$ cat config.mk
export PLATFORM = sky130hd
export DESIGN_NAME = flag_branch_eval_flat
export DESIGN_NICKNAME = d
export VERILOG_FILES = /design/src/rtl/flag_branch_eval_pkg.sv /design/src/rtl/flag_branch_eval_if.sv /design/src/rtl/flag_branch_eval_cond_eval.sv /design/src/rtl/flag_branch_eval.sv /design/src/flat_wrapper.sv
export SDC_FILE = /design/constraint.sdc
export NUM_CORES = 1
export LEC_CHECK = 0
export CORE_ASPECT_RATIO = 2
export CORE_MARGIN = 2
export CORE_UTILIZATION = 40
export CTS_BUF_LIST = sky130_fd_sc_hd__clkbuf_8 sky130_fd_sc_hd__clkbuf_16
export DETAILED_ROUTE_END_ITERATION = 16
export GPL_TIMING_DRIVEN = 0
export PLACE_DENSITY = 0.76
export SLEW_MARGIN = 0
export SYNTH_ARGS = -nofsm -noshare
export SYNTH_HDL_FRONTEND = slang
export SYNTH_HIERARCHICAL = 1
export SYNTH_SLANG_ARGS = --single-unit
$ cat constraint.sdc
create_clock -name CLK -period 3.8 [get_ports CLK]
set_clock_uncertainty 0.1 [all_clocks]
set_input_delay 0.57 -clock CLK [delete_from_list [all_inputs] [get_ports CLK]]
set_output_delay 0.57 -clock CLK [all_outputs]
set_load 0.01 [all_outputs]
$ cat src/rtl/flag_branch_eval_pkg.sv
// Shared definitions for the flag-consumer blocks.
//  - FLG_* : bit positions of the condition flags inside the 8-bit flag bus
//  - cond_e : 4-bit branch condition codes
//  - state_e : branch resolution FSM states
package flag_pkg;

    localparam int FLG_C = 0;
    localparam int FLG_Z = 1;
    localparam int FLG_N = 2;
    localparam int FLG_V = 3;

    typedef enum logic [3:0] {
        EQ = 4'h0, NE = 4'h1, CS = 4'h2, CC = 4'h3,
        MI = 4'h4, PL = 4'h5, VS = 4'h6, VC = 4'h7,
        HI = 4'h8, LS = 4'h9, GE = 4'hA, LT = 4'hB,
        GT = 4'hC, LE = 4'hD, AL = 4'hE, NV = 4'hF
    } cond_e;

    typedef enum logic [1:0] {
        IDLE = 2'd0,
        WAIT = 2'd1,
        RESP = 2'd2
    } state_e;

endpackage

$ cat src/rtl/flag_branch_eval_if.sv
// Branch request/response bundle between the fetch stage (master) and the
// branch evaluator (slave).
//  br_req/br_cond/br_target/pc_next : request side, driven by fetch
//  br_ack/br_taken/br_pc/br_err      : registered resolution result
//  stall                             : fetch hold while a decision is pending
interface flag_branch_eval_if #(
    parameter int AW = 16
);
    logic          br_req;
    logic [3:0]    br_cond;
    logic [AW-1:0] br_target;
    logic [AW-1:0] pc_next;
    logic          br_ack;
    logic          br_taken;
    logic [AW-1:0] br_pc;
    logic          br_err;
    logic          stall;

    modport master (
        output br_req, br_cond, br_target, pc_next,
        input  br_ack, br_taken, br_pc, br_err, stall
    );

    modport slave (
        input  br_req, br_cond, br_target, pc_next,
        output br_ack, br_taken, br_pc, br_err, stall
    );
endinterface

$ cat src/rtl/flag_branch_eval_cond_eval.sv
// Combinational condition-code evaluator, shared with the conditional-move path.
//  flags[3:0] : C, Z, N, V
//  cond       : condition code
//  taken      : 1 when the condition holds for the given flags
module cond_eval
    import flag_pkg::*;
(
    input  logic [3:0] flags,
    input  cond_e      cond,
    output logic       taken
);

    logic c_s;
    logic z_s;
    logic n_s;
    logic v_s;

    assign c_s = flags[FLG_C];
    assign z_s = flags[FLG_Z];
    assign n_s = flags[FLG_N];
    assign v_s = flags[FLG_V];

    // Decode the condition code against the flag bits.
    always_comb begin
        taken = 1'b0;
        case (cond)
            EQ:      taken = z_s;
            NE:      taken = ~z_s;
            CS:      taken = c_s;
            CC:      taken = ~c_s;
            MI:      taken = n_s;
            PL:      taken = ~n_s;
            VS:      taken = v_s;
            VC:      taken = ~v_s;
            HI:      taken = c_s & ~z_s;
            LS:      taken = ~c_s | z_s;
            GE:      taken = (n_s == v_s);
            LT:      taken = (n_s != v_s);
            GT:      taken = ~z_s & (n_s == v_s);
            LE:      taken = z_s | (n_s != v_s);
            AL:      taken = 1'b1;
            NV:      taken = 1'b0;
            default: taken = 1'b0;
        endcase
    end

endmodule

$ cat src/rtl/flag_branch_eval.sv
// Branch evaluator: reads the registered flags, resolves a branch condition
// and returns taken/not-taken plus the next PC. Holds off the decision while a
// flag write is in flight, with a bounded wait that ends in a flagged forced
// resolution. Keeps a saturating count of taken branches.
//  CLK, Reset : clock, synchronous active-high reset
//  flags      : flag register output ([3:0] = C,Z,N,V; [7:4] reserved)
//  wrflag     : flag register loads new flags at the coming edge
//  cnt_clr    : clear taken_cnt (wins over a same-cycle increment)
//  taken_cnt  : saturating taken-branch count
//  bus        : branch request/response bundle (slave side)
module flag_branch_eval
    import flag_pkg::*;
#(
    parameter int AW       = 16,
    parameter int CNTW     = 16,
    parameter int MAX_WAIT = 4
) (
    input  logic                CLK,
    input  logic                Reset,
    input  logic [7:0]          flags,
    input  logic                wrflag,
    input  logic                cnt_clr,
    output logic [CNTW-1:0]     taken_cnt,
    flag_branch_eval_if.slave   bus
);

    localparam int            WW        = $clog2(MAX_WAIT) + 1;
    localparam logic [WW-1:0] WAIT_LAST = WW'(MAX_WAIT - 1);

    state_e          state_r;
    logic [WW-1:0]   wait_cnt_r;
    logic            ack_r;
    logic            taken_r;
    logic [AW-1:0]   pc_r;
    logic            err_r;
    logic [CNTW-1:0] cnt_r;

    logic            cond_taken_s;
    logic            eval_s;
    logic            force_s;
    logic            unused_flags_s;

    // Reserved flag bits carry no meaning for branch resolution.
    assign unused_flags_s = ^flags[7:4];

    cond_eval u_cond_eval (
        .flags (flags[3:0]),
        .cond  (cond_e'(bus.br_cond)),
        .taken (cond_taken_s)
    );

    // Decide whether this cycle resolves the branch, and whether it is forced.
    always_comb begin
        eval_s  = 1'b0;
        force_s = 1'b0;
        case (state_r)
            IDLE: begin
                eval_s = bus.br_req & ~wrflag;
            end
            WAIT: begin
                if (!wrflag) begin
                    eval_s = 1'b1;
                end else if (wait_cnt_r == WAIT_LAST) begin
                    // Flags still changing after the wait budget: resolve on
                    // what is visible now and report it.
                    eval_s  = 1'b1;
                    force_s = 1'b1;
                end else begin
                    eval_s = 1'b0;
                end
            end
            RESP: begin
                eval_s = 1'b0;
            end
            default: begin
                eval_s = 1'b0;
            end
        endcase
    end

    // Resolution FSM with wait counter and registered result/ack.
    always_ff @(posedge CLK) begin
        if (Reset) begin
            state_r    <= IDLE;
            wait_cnt_r <= '0;
            ack_r      <= 1'b0;
            taken_r    <= 1'b0;
            pc_r       <= '0;
            err_r      <= 1'b0;
        end else if (eval_s) begin
            taken_r <= cond_taken_s;
            pc_r    <= cond_taken_s ? bus.br_target : bus.pc_next;
            err_r   <= force_s;
            ack_r   <= 1'b1;
            state_r <= RESP;
        end else begin
            ack_r <= 1'b0;
            case (state_r)
                IDLE: begin
                    // A request that did not resolve here has wrflag set.
                    if (bus.br_req) begin
                        wait_cnt_r <= '0;
                        state_r    <= WAIT;
                    end else begin
                        state_r <= IDLE;
                    end
                end
                WAIT: begin
                    wait_cnt_r <= wait_cnt_r + WW'(1);
                    state_r    <= WAIT;
                end
                RESP: begin
                    state_r <= IDLE;
                end
                default: begin
                    state_r <= IDLE;
                end
            endcase
        end
    end

    // Saturating taken-branch counter; clear wins over increment.
    always_ff @(posedge CLK) begin
        if (Reset) begin
            cnt_r <= '0;
        end else if (cnt_clr) begin
            cnt_r <= '0;
        end else if (eval_s && cond_taken_s && (cnt_r != {CNTW{1'b1}})) begin
            cnt_r <= cnt_r + CNTW'(1);
        end else begin
            cnt_r <= cnt_r;
        end
    end

    assign bus.br_ack   = ack_r;
    assign bus.br_taken = taken_r;
    assign bus.br_pc    = pc_r;
    assign bus.br_err   = err_r;
    // Stall goes high in the request cycle itself so fetch never runs ahead.
    assign bus.stall    = ((state_r == IDLE) & bus.br_req) | (state_r == WAIT);
    assign taken_cnt    = cnt_r;

endmodule
$ cat src/flat_wrapper.sv
// flat-port wrapper written by rule: the top's interface ports become plain ports
module flag_branch_eval_flat import flag_pkg::*;
#(
    parameter int AW       = 16,
    parameter int CNTW     = 16,
    parameter int MAX_WAIT = 4
)
  (CLK, Reset, flags, wrflag, cnt_clr, taken_cnt, bus_br_req, bus_br_cond, bus_br_target, bus_pc_next, bus_br_ack, bus_br_taken, bus_br_pc, bus_br_err, bus_stall);
  flag_branch_eval_if #(.AW(AW)) bus_i ();
  input  logic CLK;
  input  logic Reset;
  input  logic [7:0] flags;
  input  logic wrflag;
  input  logic cnt_clr;
  output logic [CNTW-1:0] taken_cnt;
  input wire logic [$bits(bus_i.br_req)-1:0] bus_br_req;
  input wire logic [$bits(bus_i.br_cond)-1:0] bus_br_cond;
  input wire logic [$bits(bus_i.br_target)-1:0] bus_br_target;
  input wire logic [$bits(bus_i.pc_next)-1:0] bus_pc_next;
  output wire logic [$bits(bus_i.br_ack)-1:0] bus_br_ack;
  output wire logic [$bits(bus_i.br_taken)-1:0] bus_br_taken;
  output wire logic [$bits(bus_i.br_pc)-1:0] bus_br_pc;
  output wire logic [$bits(bus_i.br_err)-1:0] bus_br_err;
  output wire logic [$bits(bus_i.stall)-1:0] bus_stall;
  assign bus_i.br_req = bus_br_req;
  assign bus_i.br_cond = bus_br_cond;
  assign bus_i.br_target = bus_br_target;
  assign bus_i.pc_next = bus_pc_next;
  assign bus_br_ack = bus_i.br_ack;
  assign bus_br_taken = bus_i.br_taken;
  assign bus_br_pc = bus_i.br_pc;
  assign bus_br_err = bus_i.br_err;
  assign bus_stall = bus_i.stall;
  flag_branch_eval #(.AW(AW), .CNTW(CNTW), .MAX_WAIT(MAX_WAIT)) u_core (.CLK(CLK), .Reset(Reset), .flags(flags), .wrflag(wrflag), .cnt_clr(cnt_clr), .taken_cnt(taken_cnt), .bus(bus_i));
endmodule
======== Word level (Yosys, flattened, before mapping) ========
Cells that the tools add are included.
operators by class
  muxes and demuxes ....................... 13
  eq/ne operators ......................... 21
  reduce and logical (&&, ||, !) cells .... 8
  add/subtract/negate cells ............... 2
  bitwise operators ....................... 13
operators by type and width
  kind                                                             number
  4-bit == test, second input constant                             8
  16-bit by 1-bit adder with 16-bit output, second input constant  1
  4-bit by 3-bit == test with 1-bit output, second input constant  4
  16-bit two-way mux                                               1
  16-bit inequality test, second input constant                    1
  1-bit case mux with 16 select lines                              1
  4-bit by 2-bit == test with 1-bit output, second input constant  2
  1-bit two-way mux                                                6
  1-bit NOT                                                        6
  3-bit case mux with 2 select lines                               1
  1-bit AND                                                        4
  4-bit by 1-bit == test with 1-bit output, second input constant  1
  4-bit zero test                                                  1
  1-bit case mux with 2 select lines                               2
  2-bit OR reduction                                               2
  3-bit by 1-bit adder with 3-bit output, second input constant    1
  3-bit by 2-bit == test with 1-bit output, second input constant  1
  3-bit two-way mux                                                1
  1-bit OR                                                         3
  3-bit AND reduction                                              1
  2-bit by 1-bit == test with 1-bit output, second input constant  1
  1-bit logical AND                                                2
  2-bit zero test                                                  1
  2-bit two-way mux                                                1
  other kinds (4)                                                  4
word-level totals
  input bits .............................. 49
  logic and storage cells ................. 65
  output and inout port bits .............. 36
  bits in registers ....................... 40

======== Longest topological paths before layout ========
Gate-level depths: netlist of run 1.
  depth after elaboration ................. 6
  mapped depth ............................ 11
  mapped depth without buffers ............ 9

======== By module ========
The synthesis of run 1 kept the hierarchy.
modules (own cells, without submodules)
  module            seq. area each (sq um)  cells each  area an instance (sq um)  instances
  flag_branch_eval  780.7                   213         1885.6                    1
  cond_eval         0.0                     23          155.1                     1

======== Worst setup path after synthesis of run 1 ========
Ideal clock, no wire load.
  path kind ............................... input to register
  start ................................... input flags[2]
  end ..................................... register u_core.cnt_r[9], in the netlist u_core/taken_cnt[9]
  path slack .............................. 0.863 ns
  stages .................................. 10
  data arrival time ....................... 2.767 ns
  path buffers ............................ 1
  cells stage by stage .................... xor2_1 -> xor2_1 -> a2111oi_1 -> a311oi_1 -> o22ai_1 -> buf_2 -> nand2b_1 -> a2111o_1 -> or4_1 -> a21oi_1
on the way
  word-level cells in the longest chain between the ends .. 5
  elaborated cells on any way between the ends .. 8
  classes of those cells .................. eq/ne (2); mux (1); bitwise (3); reduce/logical (2)
ends and longest elaborated chain
  item                                                           RTL line                                                            RTL
  start, declared                                                flat_wrapper.sv:12                                                  input logic [7:0] flags;
  1-bit inequality test / 1-bit == test (equally long branches)  --
  1-bit OR / 1-bit AND (equally long branches)                   flag_branch_eval_cond_eval.sv:40, flag_branch_eval_cond_eval.sv:39
  1-bit case mux with 16 select lines *                          flag_branch_eval_cond_eval.sv:26                                    case (cond)
  via u_core.cond_taken_s                                        flag_branch_eval.sv:38                                              logic cond_taken_s;
  1-bit logical AND * (2 in series)                              flag_branch_eval.sv:128                                             end else if (eval_s && cond_taken_s && (cnt_r != {CNTW{1'b1}})) begin
  end signal, assigned                                           flag_branch_eval.sv:129                                             cnt_r <= cnt_r + CNTW'(1);
  end signal, assigned                                           flag_branch_eval.sv:131                                             cnt_r <= cnt_r;
  end, declared                                                  flag_branch_eval.sv:36                                              logic [CNTW-1:0] cnt_r;
The timed path passes the listed nets; every way through them passes the cells marked *.
A chain may end at the register's enable or synchronous reset.

======== Worst setup path after layout of run 1 ========
  start ................................... input flags[3]
  end ..................................... register u_core.cnt_r[15], in the netlist u_core/taken_cnt[15]
The elaborated chain is that of the path after synthesis.

==> results.md, run 1 <==
- DIE WIDTH: 54.5 µm
- Mapped Area: 2040 µm²
- Sequential cell area: about 780 µm²
- Port Buffer Count: 77
- Final setup vio count: 0
- First-pass GRT wire length: 9090 µm
- Total track usage: 0.210
- Antenna violations before repair: 0
- Data required time of the worst path: slightly below 4 ns
- R2R Setup Slk: 1.60 ns
- Die area: 5720 µm²
- Pleak: 1.04 nW
- Vias in the first global route: 2025
- Core area: approximately 4900 µm²
- Multi-input gate area: 1190 µm²
- Initial DRT Pass Iterations: 4
- Post-synth EDFFs: 0
- N_diodes: 0
- Maximum clock frequency: 284 MHz
- RD Place Congestion: 0.848
- Clock Pin Slew Worst Setup and Hold Paths: 0.08 ns
- Clock power frac: 0.353
- Final TNS setup: 0 ns
- Synth top area cells: dfxtp_1 (38%), mux2i_1 (11%), a211oi_1 (6.6%)
- Post-synth top cells: dfxtp_1 (39), nor2_1 (29), mux2i_1 (23)
- Count of final hold-check violations: 0
- Reg2Reg Depth: 7
- Vias per cell: 5.57
- Worst slew margin: 0.535
- Clock sink count: 39
- Ys async rst share: 0
- Avg Cell Area, Syn: 8.65 µm²
- CP max FO: 9
- Final Instance Count excl. Fillers: ~380
- Register area share after synthesis: 0.383
- Cell taking the most area after synthesis: dfxtp_1
- Final critical-path required period: ~3.5 ns
- Final wirelength: 5420 µm
- Post-synthesis sequential element count: 39
- CTS tree: yes
- Synth top area share: 0.383
- Io pins: 85
- Switch share: 0.251
- Share of cells above drive strength 1: 0.0467
- Clk_lat worst skew: 0.29 ns
- Post-CTS Setup Inserts: 0
- R2R Path Start: u_core/wait_cnt_r[0]
- Reg2Reg Capture Point: u_core/bus.br_pc[7]
- CTS Hold Bufs: 0
- Initial DRC Count: 42
- Net switching power: approximately 0.24 mW
- Max Buffers Root-to-Sink: 2
- Worst Hold Class: register to register
- Worst setup EP type: register
- H-tree depth: 2
- Top-count cell post-synth: dfxtp_1
- Arrival @ worst endpoint: roughly 3.6 ns
- Reg power frac: 0.447
- Inst Count DP: 370
- Fillers: 439
- Post-route DRC: 0
- Post-cts resize count: 0
- Least-Margin Pin Slew: 0.698 ns
- Vias: 2104
- Min-delay src: u_core/bus.br_err
- Worst ir drop on vdd: 0.000358 V
- # nets final: 372
- Antenna Nets Post-Route: 0
- Post-DR wirelength/cell: 14.3 µm
- Pwr dens: 325 nW/µm²
- Synthesized Nets: 288
- Root Driver: clkbuf_8
- Outcome: completed
- Dpl hpwl: roughly 4300 µm
- Area growth syn-to-layout: 46.8%
- Max-Cap Viols: 0
- RSZ-0062 raised after global routing: false
- Mapped Cells: 236
- Synth cell types: 46
- Worst setup startpoint: flags[3]
- Initial core utilization: 0.416
- Final worst path period share: 0.926
- Die height: 105 µm
- Startpoint types: input port
- Yosys warnings: 6
- CP Class: input port to register
- Largest net degree at the start of global routing: 14
- Total gr overflow: 0
- Pins Over Slew Limit: 0
- P_int: 0.730 mW
- Num rows: 36
- Final Util: 0.610
- End of the critical path: u_core/taken_cnt[15]
- Total CTS buffers: 5
- Predominant post-synthesis flop cell: dfxtp_1
- Logic pwr share: 0.201
==> worst max-delay path: stages <==
cell	delay [ns]
clkdlybuf4s50_1	0.49
xor2_1	0.27
xor2_1	0.12
a2111oi_1	0.42
a311oi_1	0.09
o22ai_1	0.12
buf_2	0.29
nand2b_1	0.12
a2111o_1	0.50
nor4b_1	0.41
mux2i_1	0.24
==> cells in the final DEF, fill, tap and decap left out, types with 2 or more instances in the layout <==
cell type	Yosys	final
a211oi_1	18	18
nand3_1	7	7
clkbuf_1	7	7
clkdlybuf4s50_1	0	77
a21oi_1	16	16
ha_1	3	3
buf_1	2	2
inv_1	5	5
nor4b_1	2	2
o21ai_0	9	9
nor4_1	3	3
clkbuf_8	0	5
or3_1	5	5
dfxtp_1	39	39
nand2_1	13	13
nand4_1	3	3
nor2b_1	7	7
nor3_1	3	3
xor2_1	3	3
nor2_1	29	29
o31ai_1	5	5
mux2i_1	23	23
or4_1	6	6
buf_2	2	2
nand2b_1	3	3
==> state kept, by name, indices dropped and copies added, names as in the netlist <==
register and cells:
u_core/taken_cnt 16, u_core/state_r 2, u_core/wait_cnt_r 3, u_core/bus.br_pc 16, u_core/bus.br_err 1, u_core/bus.br_taken 1
==> how the worst min path moves through the flow <==
stage | to | slack [ns] | cells after the start
global route | u_core/bus.br_taken | 0.42 | 2
CTS | u_core/bus.br_err | 0.40 | 2
detailed placement | u_core/bus.br_taken | 0.38 | 2
global placement | u_core/bus.br_taken | 0.36 | 2
floorplan | u_core/wait_cnt_r[2] | 0.35 | 2
finish | u_core/bus.br_err | 0.40 | 2
==> metrics by stage <==
stage	hold slack (ns)	area [µm²]	total power, mW	worst slack (ns)
6_report	0.396	3000	0.973	0.281
5_1_grt	0.416	3000	1.02	0.0212
4_1_cts	0.401	3000	0.987	0.292
3_5_place_dp	0.379	2880	0.640	0.00957
3_3_place_gp	0.359	2880	0.637	0.118
2_1_floorplan	0.355	2040	0.541	0.863
==> power by group through the flow <==
stage	combinational [mW]	clock [mW]	sequential (mW)
after floorplan	0.0903	0	0.451
after global placement	0.193	0	0.444
after detailed placement	0.196	0	0.444
after CTS	0.197	0.355	0.435
after global routing	0.214	0.373	0.437
final	0.195	0.343	0.435
==> routing by layer <==
metal,vias to the layer above,global-route usage,part of all wire
met5,-,0,0
met4,0,0.0750,0.013
met3,7,0.0629,0.071
met2,78,0.399,0.59
met1,969,0.190,0.32
li1,1050,-,-
==> final cells by class <==
type | instances | area share
plain buffers | 12 | 0.0171
flip-flops and latches | 39 | 0.261
clock buffers | 5 | 0.0230
multi-input cells | 180 | 0.397
well taps | 57 | 0.0238
clock inverters | 3 | 0.0146
inverters | 5 | 0.00627
repair buffers | 77 | 0.257
==> kinds of logic (layout without fill, tap and decap cells) <==
family | after synthesis | in the layout | synth area share
AO/OA/AOI/OAI | 63 | 63 | 0.209
XOR/XNOR | 4 | 4 | 0.0172
buffers and inverters | 17 | 102 | 0.0343
AND/OR/NAND/NOR | 87 | 87 | 0.226
flip-flops | 39 | 39 | 0.383
multiplexers | 23 | 23 | 0.113
adder cells (fa/ha/maj) | 3 | 3 | 0.0184
Note: power is estimated with default switching activity, not from simulation.
==> inputs of run 2 (changes only) <==
SKIP_LAST_GASP = 1   (was not set)
==> results of run 2 <==
No change in the layout: final DEF, timing and power equal those of run 1.
